$ cat src/rtl/id_stage.sv
// Instruction decode stage: issues ALU/MEM ops to execute, resolves NOP/SEARCH/LOOP/HLT
// locally and steers fetch through Branch/Halt.
module id_stage (
  input  logic       CLK,
  input  logic       Init_n,
  input  logic [7:0] PC,
  input  logic [7:0] Instr,
  input  logic       Flag,
  input  logic       ex_ready,
  output logic       ex_valid,
  output logic [2:0] ex_op,
  output logic [4:0] ex_arg,
  output logic [7:0] ex_pc,
  output logic [1:0] Branch,
  output logic       Halt,
  output logic       Done,
  output logic       Err
);

  localparam int unsigned OP_W  = 3;
  localparam int unsigned ARG_W = 5;

  localparam logic [OP_W-1:0] OP_NOP  = 3'd0;
  localparam logic [OP_W-1:0] OP_ALU  = 3'd1;
  localparam logic [OP_W-1:0] OP_LOOP = 3'd2;
  localparam logic [OP_W-1:0] OP_SRCH = 3'd3;
  localparam logic [OP_W-1:0] OP_MEM  = 3'd4;
  localparam logic [OP_W-1:0] OP_IL5  = 3'd5;
  localparam logic [OP_W-1:0] OP_IL6  = 3'd6;
  localparam logic [OP_W-1:0] OP_HLT  = 3'd7;

  localparam logic [1:0] BR_NEXT = 2'd0;
  localparam logic [1:0] BR_BACK = 2'd1;
  localparam logic [1:0] BR_SKIP = 2'd2;

  typedef enum logic [1:0] {S_RUN, S_DRAIN, S_HALTED} state_t;

  state_t           r_state;
  logic [ARG_W-1:0] r_cnt;
  logic             r_loop_active;

  logic             w_stall;
  logic             w_decode;
  logic [OP_W-1:0]  w_opcode;
  logic [ARG_W-1:0] w_k;
  logic             w_issue;
  logic             w_illegal;
  logic             w_hlt;
  logic             w_is_loop;

  // Decode and fetch steering; nothing is decoded in reset, while stalled or once halting.
  always_comb begin
    w_stall   = ex_valid & ~ex_ready;
    w_opcode  = Instr[7:5];
    w_k       = Instr[4:0];
    w_decode  = Init_n & (r_state == S_RUN) & ~w_stall;
    Branch    = BR_NEXT;
    Halt      = 1'b0;
    w_issue   = 1'b0;
    w_illegal = 1'b0;
    w_hlt     = 1'b0;
    w_is_loop = 1'b0;
    if (Init_n) begin
      if (!w_decode) begin
        Halt = 1'b1;
      end else begin
        case (w_opcode)
          OP_ALU, OP_MEM: w_issue = 1'b1;
          OP_SRCH:        Branch = Flag ? BR_SKIP : BR_NEXT;
          OP_LOOP: begin
            w_is_loop = 1'b1;
            if (r_loop_active ? (r_cnt != '0) : (w_k != '0)) Branch = BR_BACK;
          end
          OP_HLT: begin
            Halt  = 1'b1;
            w_hlt = 1'b1;
          end
          OP_IL5, OP_IL6: w_illegal = 1'b1;
          OP_NOP:         ;
          default:        ;
        endcase
      end
    end
  end

  // State, loop counter and registered outputs.
  always_ff @(posedge CLK) begin
    if (!Init_n) begin
      r_state       <= S_RUN;
      r_cnt         <= '0;
      r_loop_active <= 1'b0;
      ex_valid      <= 1'b0;
      ex_op         <= '0;
      ex_arg        <= '0;
      ex_pc         <= '0;
      Done          <= 1'b0;
      Err           <= 1'b0;
    end else begin
      case (r_state)
        S_RUN: begin
          if (w_decode) begin
            ex_valid <= w_issue;
            if (w_issue) begin
              ex_op  <= w_opcode;
              ex_arg <= w_k;
              ex_pc  <= PC;
            end
            if (w_illegal) Err <= 1'b1;
            if (w_is_loop) begin
              if (!r_loop_active) begin
                if (w_k != '0) begin
                  r_cnt         <= w_k - ARG_W'(1);
                  r_loop_active <= 1'b1;
                end
              end else if (r_cnt == '0) begin
                r_loop_active <= 1'b0;
              end else begin
                r_cnt <= r_cnt - ARG_W'(1);
              end
            end
            if (w_hlt) begin
              if (w_stall) begin
                r_state <= S_DRAIN;
              end else begin
                r_state <= S_HALTED;
                Done    <= 1'b1;
              end
            end
          end
        end
        S_DRAIN: begin
          if (ex_valid && ex_ready) begin
            ex_valid <= 1'b0;
            r_state  <= S_HALTED;
            Done     <= 1'b1;
          end
        end
        S_HALTED: begin
          ex_valid <= 1'b0;
          Done     <= 1'b1;
        end
        default: r_state <= S_RUN;
      endcase
    end
  end

endmodule

$ cat config.mk
export PLATFORM = sky130hd
export DESIGN_NAME = id_stage
export DESIGN_NICKNAME = d
export VERILOG_FILES = /design/src/rtl/id_stage.sv
export SDC_FILE = /design/constraint.sdc
export NUM_CORES = 1
export LEC_CHECK = 0
export CORE_UTILIZATION = 45
export CTS_CLUSTER_DIAMETER = 50
export CTS_CLUSTER_SIZE = 20
export DETAILED_ROUTE_END_ITERATION = 8
export HOLD_SLACK_MARGIN = 0.08
export PLACE_DENSITY = 0.78
export SYNTH_ARGS = -nofsm -noshare
export SYNTH_HDL_FRONTEND = slang
export SYNTH_SLANG_ARGS = --single-unit
$ cat constraint.sdc
create_clock -name CLK -period 2.1 [get_ports CLK]
set_input_delay 0.42 -clock CLK [delete_from_list [all_inputs] [get_ports CLK]]
set_output_delay 0.42 -clock CLK [all_outputs]
set_load 0.05 [all_outputs]
Word level (Yosys, flattened, before mapping)
Index checks and enable logic that the tools add are counted.
Cells by class
  multiply operators: 0
  muxes and demuxes: 39
  add/sub/neg operators: 2
  divide/modulo/power cells: 0
  reductions and logical operators: 16
  shift operators: 0
  bitwise gates (word level): 6
  equal/unequal tests: 14
  $lt $le $gt $ge: 0
Operators with widths (count)
  $mux W1: 25
  $mux W5: 3
  $mux W2: 7
  $eq A3 B3 Y1 const B: 4
  $reduce_and A3 Y1: 4
  $ne A2 B2 Y1 const B: 5
  $reduce_and A5 Y1: 2
  $reduce_bool A5 Y1: 2
  $sub A5 B1 Y5 const B: 2
  $eq A3 B2 Y1 const B: 2
  $pmux W1 S3: 2
  $pmux W2 S3: 1
  $logic_not A5 Y1: 1
  $pmux W2 S2: 1
  $reduce_and A4 Y1: 1
  $reduce_or A2 Y1: 2
  $and A1 B1 Y1: 3
  $eq A3 B1 Y1 const B: 1
  $not A1 Y1: 3
  $reduce_bool A3 Y1: 1
  $eq A2 B1 Y1 const B: 1
  $eq A2 B2 Y1 const B: 1
  $logic_not A2 Y1: 1
  $reduce_bool A2 Y1: 1
  $logic_and A1 B1 Y1: 1
Word-level totals
  memories kept: 0
  RAM bits: 0
  word-level logic and storage cells: 86
  output and inout bits: 22
  bits of input ports: 20
  memory bits (read-only): 0
  latch bits: 0
  register bits after elaboration: 27

Depth between registers and ports, before layout
Gate-level depths: netlist of run 1.
  word-level depth: 9
  mapped depth: 8
  depth with buffers taken out: 7

Least setup slack after synthesis of run 1
OpenSTA, ideal clock, no wires.
  path kind: register to output
  start point: reg r_state[0]
  end point: out Branch[1]
  slack: -282 ps
  stages on the path, launching flop included: 6
  data arrival time: 1962 ps
  buffers on the path: 1
  required time: 1680 ps
  cell sequence: dfxtp_1 inv_1 ha_1 clkbuf_1 nand2_1 nor3_1
Between the ends
  cells in the longest elaborated chain, start to end: 5
RTL lines
  from (decl): line 38  | state_t r_state;
  from (signal assigned): line 89  | r_state <= S_RUN;
  from (signal assigned): line 123  | r_state <= S_DRAIN;
  from (signal assigned): line 125  | r_state <= S_HALTED;
  $logic_not A2 Y1: line 56  | w_decode = Init_n & (r_state == S_RUN) & ~w_stall;
  $and A1 B1 Y1 (2 in series): line 56
  $mux W2: line 64  | if (!w_decode) begin
  $mux W2: line 63  | if (Init_n) begin
  to (decl): line 14  | output logic [1:0] Branch,
Every way passes these cells.

Worst setup path in the final report of run 1
  start point: reg r_loop_active
  end point: out Branch[0]
Between the ends
  cells in the longest elaborated chain, start to end: 5
RTL lines
  from (decl): line 40  | logic r_loop_active;
  from (signal assigned): line 91  | r_loop_active <= 1'b0;
  from (signal assigned): line 113  | r_loop_active <= 1'b1;
  from (signal assigned): line 116  | r_loop_active <= 1'b0;
  $mux W1 (2 in series): line 72  | if (r_loop_active ? (r_cnt != '0) : (w_k != '0)) Branch = BR_BACK;
  $pmux W2 S2: line 67  | case (w_opcode)
  $mux W2: line 64
  $mux W2: line 63
Every way passes these cells.

==> results of run 1 <==
==> logic make-up (layout without fill, tap and decap cells) <==
logic type | Yosys count | in the layout | share of synthesized area
xor+xnor | 5 | 5 | 0.0328
compound gates | 32 | 32 | 0.149
simple gates | 74 | 74 | 0.287
buf+inv | 16 | 83 | 0.0497
fa+ha+maj | 5 | 5 | 0.0469
mux | 4 | 4 | 0.0300
flops | 27 | 27 | 0.405
==> report_power, final <==
part / switching [mW] / total (mW) / internal, mW / leakage, nW
combinational: 0.257 / 0.458 / 0.200 / 0.658
clock: 0.151 / 0.225 / 0.0743 / 0.0150
sequential: 0.0235 / 0.573 / 0.550 / 0.222
==> metrics by stage <==
stage,utilization,hold WS (ns)
global placement,0.716,0.418
CTS,0.735,0.463
floorplan,-,0.465
detailed placement,0.716,0.443
global route,0.767,0.480
finish,0.767,0.462
==> repair_timing <==
item,4_1_cts,5_1_grt
resized for setup,7,12
pin swaps,4,7
endpoints found under the setup margin,2,5
buffers inserted,3,6
==> tightest hold or removal path, cell delays in order, from the launching register on <==
cell     delay [ns]
dfxtp_1        0.34
nand2_1        0.06
nor2_1         0.04
==> how the worst max path moves through the flow <==
stage | start | endpoint
2_1_floorplan | r_state[0] | r_cnt[4]
3_3_place_gp | Instr[2] | r_cnt[4]
3_5_place_dp | Instr[1] | r_cnt[4]
4_1_cts | r_loop_active | Branch[0]
5_1_grt | r_state[0] | Branch[0]
6_report | r_loop_active | Branch[0]
==> cell type report <==
type,count,area (um^2),share of cell area
multi-input combinational,120,777,0.364
timing repair buffer,74,726,0.340
sequential,27,547,0.256
tap,31,38.8,0.0182
clock buffer,4,26.3,0.0123
inverter,5,18.8,0.00880
==> state kept, by name, summed over array words and instances, names as in the netlist <==
register / cells
ex_valid: 1
ex_op: 3
Err: 1
r_loop_active: 1
Done: 1
ex_arg: 5
ex_pc: 8
r_cnt: 5
r_state: 2
==> routing by layer <==
layer	share of wire	up-vias
met5	0	-
met3	0.048	0
met1	0.43	660
met4	0	0
li1	-	699
met2	0.52	44
==> placed cells by master, fill, tap and decap left out, types with 5 or more instances in the layout <==
master / netlist / layout
a21oi_1: 6 / 6
inv_1: 5 / 5
buf_4: 1 / 30
clkdlybuf4s50_1: 0 / 30
dlymetal6s2s_1: 0 / 5
nor2_1: 10 / 9
buf_12: 0 / 5
nand2_1: 36 / 35
dfxtp_1: 27 / 24
o21ai_0: 14 / 14
==> impl_results.md, run 1 <==
- DR DRC count: 0
- Longest Clk Path Bufs: 2
- Dpl cells: 248
- Crit-path most repeated cell: nor3_4
- Met3 usage: 0.0276
- Final estimated routing congestion in global placement: 0.885
- Worst-path cell chain: buf_6, or4_4, nor3_4, nor3_4, buf_12
- Initial antenna violation count: 0
- Cell area after placement: 1990 um^2
- Clk slew on worst S/H paths: 0.15 ns
- Status: completed
- Syn Std Cell Area: 1340 um^2
- Share of the synthesized area in the top cell type: 0.405
- Hold Path Depth: 2
- Hold Startpoint: ex_op[1]
- Setup slack after layout: 0.00945 ns
- Drt first pass iters: 4
- Crit Path Max Fanout: 4
- Clock Latency Late Sink: 0.32 ns
- Pre-CTS WS: -0.298 ns
- Crit path capture type: output port
- CP startpoint kind: flip-flop
- Area growth syn-to-layout: 59.8%
- Post-synth EDFFs: 0
- Critical path buffer and inverter count: 2
- Tmin final: 2.09 ns
- CTS H-tree depth: 1
- Fill count: 199
- Slowest CP cell: or4_4
- Syn Nets: 188
- Clk root buf: clkbuf_4
- CP Depth: 5
- Post-synthesis sequential area ratio: 0.405
- Pwr Total: 1.26 mW
- CTS tree: yes
- Kind of critical path: flip-flop to output port
- Synth Warn #: 0
- Fraction of layout cells with a size suffix above 1: 0.239
- CTS Buf Count: 3
- Post-DP HPWL: 2660 um
- PwrDens: 589 nW/um^2
- Worst R2R End: r_cnt[2]
- Leak pwr: 0.895 nW
- Final setup fails: 0
- Synthesized area per cell: 8.19 um^2
- Initial core utilization: 0.480
- Nets@finish: 256
- Final clock skew: 0.00853 ns
- Vias/cell: 5.38
- Largest net degree at the start of global routing: 20
- Antenna Nets Post-Route: 0
- Top cells by area, synth: dfxtp_1 40%, nand2_1 10%, o21ai_0 5.2%, ha_1 4.7%, mux2i_1 3.0%
- Final Hold Vio Count: 0
- Slew Limit Headroom: 0.650
- VDD IR max: 525 uV
- Final TNS setup: 0 ns
- Gr busiest metal: met2
- Top-count cell post-synth: nand2_1
- Grt ovf: 0
- Total Routed Length: 3720 um
- Worst EP arrival: 1.67 ns
- Max-slew violations: 0
- Die span in x: 56.5 um
- Reg2Reg Depth: 7
- Max incr delay on CP: 0.42 ns
- Die height: 56.5 um
- Routed vias: 1403
- Launch point of the worst reg-to-reg path: r_loop_active
- GRT Resource Usage Total: 0.225
- Fmax: 478 MHz
- Min-delay worst type: flip-flop to flip-flop
- Crit path max-delay family: simple AND/OR/NAND/NOR gates
- Initial DRC Count: 39
- Finished Layout Cells: 261
- Worst-margin pin slew: 0.524 ns
- RSZ-0062 raised after global routing: yes
- Top FF cell, synth: dfxtp_1
- Yosys top cell by area: dfxtp_1
- I/O Buffers: 41
- Cell row count: 19
- Core area: 2780 um^2
- Synthesis-stage register bit count: 27
- Ports: 42
- Clk sinks: 27
- Yosys cell types: 40
- Drt wl/cell: 14.3 um
- Max Cap Violations: 0
- Cell area after layout: 2130 um^2
- Die ar.: 3190 um^2
- Synth Instances: 163
- Hold EP: ex_op[1]
- Tcrit/Tclk final: 0.995
- GRT met1 Usage: 0.277
- Global-route wire length before repair: 5830 um
- Asr flop ratio synth: 0
- Routing usage on met2: 0.415
- R2r setup slk: 0.12 ns
- Vias in the first global route: 1386
- Antenna Diode Count: 0
- Worst path required time: 1.68 ns
- Cts hold-fix bufs: 0
- Commonest cells in the netlist: 36 x nand2_1, 27 x dfxtp_1, 14 x o21ai_0
(Power assumes the default switching activity.)
==> run 2, diff against run 1 <==
--- a/config.mk
+++ b/config.mk
@@ -5,9 +5,10 @@
 export SDC_FILE = /design/constraint.sdc
 export NUM_CORES = 1
 export LEC_CHECK = 0
+export CORE_MARGIN = 4
 export CORE_UTILIZATION = 45
 export CTS_CLUSTER_DIAMETER = 50
-export CTS_CLUSTER_SIZE = 20
+export CTS_CLUSTER_SIZE = 28
 export DETAILED_ROUTE_END_ITERATION = 8
 export HOLD_SLACK_MARGIN = 0.08
 export PLACE_DENSITY = 0.78
==> run 2 against run 1 <==
Net effect:
- total power increased by 0.65%
- worst hold slack got worse by 0.0072 ns
- wire length increased by 5.1%
- largest cell class unchanged
- core utilization decreased by 0.87 points
- clock power about the same
- clock skew increased by 0.0020 ns
==> impl_results.md, run 2 (synthesis results as in run 1) <==
- Status: completed (unchanged)
- Cell row count: 19 (unchanged)
- Vias/cell: 5.27 (was 5.38)
- R2r setup slk: 0.11 ns (was 0.12 ns)
- Die span in x: 62.5 um (was 56.5 um)
- Sequential fraction of design power: 0.455 (was 0.456)
- CP startpoint kind: flip-flop (unchanged)
- Crit path capture type: output port (unchanged)
- CTS Buf Count: 3 (unchanged)
- Leak pwr: 0.895 nW (about the same)
- Most frequent cells in the layout: 36 x nand2_1, 31 x buf_4, 30 x clkdlybuf4s50_1 (was 35 x nand2_1, 30 x clkdlybuf4s50_1, 30 x buf_4)
- Antenna Nets Post-Route: 0 (unchanged)
- Pwr Total: 1.26 mW (about the same)
- Register with the most flip-flops: ex_pc (unchanged)
- Post-DP HPWL: 2770 um (was 2660 um)
- Grt ovf: 0 (unchanged)
- Clk sinks: 27 (unchanged)
- Drt wl/cell: 14.9 um (was 14.3 um)
- Initial core utilization: 0.476 (was 0.480)
- Switching share of power: 0.348 (was 0.344)
- Final setup fails: 0 (unchanged)
- Worst-margin pin slew: 0.513 ns (was 0.524 ns)
- RSZ-0062 raised after global routing: yes (unchanged)
- Worst-path cell chain: inv_2, ha_2, nand4_1, nor3_4, buf_12 (was buf_6, or4_4, nor3_4, nor3_4, buf_12)
- PwrDens: 594 nW/um^2 (was 589 nW/um^2)
- Max-slew violations: 0 (unchanged)
- Psw: 0.440 mW (was 0.432 mW)
- Global-route wire length before repair: 6560 um (was 5830 um)
- Largest net degree at the start of global routing: 20 (unchanged)
- Core area: 2810 um^2 (was 2780 um^2)
- Max incr delay on CP: 0.38 ns (was 0.42 ns)
- Area growth syn-to-layout: 59.3% (was 59.8%)
- Worst path required time: 1.68 ns (about the same)
- Final estimated routing congestion in global placement: 0.894 (was 0.885)
- Slowest CP cell: dfxtp_4 (was or4_4)
- Final clock skew: 0.0105 ns (was 0.00853 ns)
- Vias in the first global route: 1423 (was 1386)
- Min-delay worst type: flip-flop to flip-flop (unchanged)
- Clk pwr share: 0.179 (about the same)
- GRT Resource Usage Total: 0.202 (was 0.225)
- Crit path capture: Branch[0] (unchanged)
- Longest Clk Path Bufs: 2 (unchanged)
- Clk slew on worst S/H paths: 0.15 ns (about the same)
- Crit Path Max Fanout: 3 (was 4)
- Max Cap Violations: 0 (unchanged)
- Worst EP arrival: 1.65 ns (was 1.67 ns)
- Die ar.: 3900 um^2 (was 3190 um^2)
- Max reg flops: 8 (unchanged)
- Launch point of the worst reg-to-reg path: r_state[1] (was r_loop_active)
- Tmin final: 2.07 ns (was 2.09 ns)
- Internal Power: 0.824 mW (about the same)
- Fmax: 483 MHz (was 478 MHz)
- Final Hold Vio Count: 0 (unchanged)
- Reg2Reg Depth: 7 (unchanged)
- Antenna Diode Count: 0 (unchanged)
- Nets@finish: 257 (was 256)
- Biggest regs: ex_pc: 8 flops, ex_arg: 5 flops, r_cnt: 5 flops (unchanged)
- Drt first pass iters: 4 (unchanged)
- CP startpoint: r_state[1] (was r_loop_active)
- Routed vias: 1381 (was 1403)
- Comb pwr share: 0.366 (was 0.364)
- Ports: 42 (unchanged)
- DR DRC count: 0 (unchanged)
- Hold WS: 0.454 ns (was 0.462 ns)
- Tcrit/Tclk final: 0.985 (was 0.995)
- Clock Latency Late Sink: 0.32 ns (about the same)
- Initial DRC Count: 98 (was 39)
- Fraction of layout cells with a size suffix above 1: 0.247 (was 0.239)
- Initial antenna violation count: 0 (unchanged)
- Kind of critical path: flip-flop to output port (unchanged)
- Die height: 62.5 um (was 56.5 um)
- Clk root buf: clkbuf_4 (unchanged)
- Commonest non-fill, non-tap cell in the layout: nand2_1 (unchanged)
- Worst R2R End: r_cnt[4] (was r_cnt[2])
- I/O Buffers: 41 (unchanged)
- VDD IR max: 442 uV (was 525 uV)
- Slew Limit Headroom: 0.657 (was 0.650)
- CTS H-tree depth: 1 (unchanged)
- Total Routed Length: 3910 um (was 3720 um)
- CTS tree: yes (unchanged)
run 2: layout make-up:
| type | count | area (um^2) |
|---|---|---|
| Clock buffer | 3 | 22.5 |
| Timing Repair Buffer | 75 | 731 |
| Sequential cell | 27 | 547 |
| Inverter | 5 | 18.8 |
| Multi-Input combinational cell | 120 | 764 |
| Tap cell | 31 | 38.8 |
| Clock inverter | 1 | 5.00 |
| Fill cell | 188 | 678 |
run 2: power groups by stage:
stage	Sequential [mW]	Combinational, mW	Clock, mW
3_5_place_dp	0.584	0.435	0
5_1_grt	0.581	0.491	0.264
4_1_cts	0.574	0.448	0.232
3_3_place_gp	0.581	0.427	0
6_report	0.576	0.462	0.226
2_1_floorplan	0.682	0.145	0
run 2: critical path, delay by kind of cell, from the launching register on:
kind / cells / cell delay, ns
buffers and inverters: 2 / 0.25
DFF: 1 / 0.38
adders and majority gates: 1 / 0.19
and+or+nand+nor: 2 / 0.51
run 2: metal layers:
| layer | global-route usage | vias to the layer above | wire, um |
|---|---|---|---|
| met5 | 0 | - | 0 |
| met4 | 0.0358 | 0 | 14 |
| met3 | 0.0450 | 4 | 200 |
| met2 | 0.369 | 39 | 2070 |
| met1 | 0.244 | 636 | 1630 |
| li1 | - | 702 | - |
run 2: timing repair:
action	in CTS	in global routing
pin swaps	4	6
setup buffers	11	1
gates resized for setup	9	11
hold buffers	0	0
endpoints found under the setup margin	2	5
run 2: worst min path at each step:
| stage | from | to | slack (ns) | depth (start not counted) |
|---|---|---|---|---|
| global route | ex_pc[5] | ex_pc[5] | 0.49 | 2 |
| floorplan | r_state[1] | r_state[1] | 0.46 | 2 |
| finish | ex_op[1] | ex_op[1] | 0.45 | 2 |
| detailed placement | ex_op[1] | ex_op[1] | 0.43 | 2 |
| global placement | ex_op[1] | ex_op[1] | 0.42 | 2 |
| CTS | ex_op[1] | ex_op[1] | 0.45 | 2 |
run 2: metrics by stage:
stage / setup TNS (ns) / std cells / util / cell area (um^2) / setup WS, ns
after floorplan: 0 / 163 / - / 1350 / 0.0812
after global placement: -0.892 / 246 / 0.705 / 1980 / -0.230
after detailed placement: -1.16 / 246 / 0.705 / 1980 / -0.315
after CTS: -0.0314 / 261 / 0.745 / 2090 / -0.0314
after global routing: -0.0783 / 262 / 0.758 / 2130 / -0.0508
final: 0 / 262 / 0.758 / 2130 / 0.0316
==> run 3, diff against run 2 <==
--- a/config.mk
+++ b/config.mk
@@ -12,6 +12,7 @@
 export DETAILED_ROUTE_END_ITERATION = 8
 export HOLD_SLACK_MARGIN = 0.08
 export PLACE_DENSITY = 0.78
+export SLEW_MARGIN = 15
 export SYNTH_ARGS = -nofsm -noshare
 export SYNTH_HDL_FRONTEND = slang
 export SYNTH_SLANG_ARGS = --single-unit
==> results of run 3 <==
No change in the layout: final DEF, timing and power equal those of run 2.
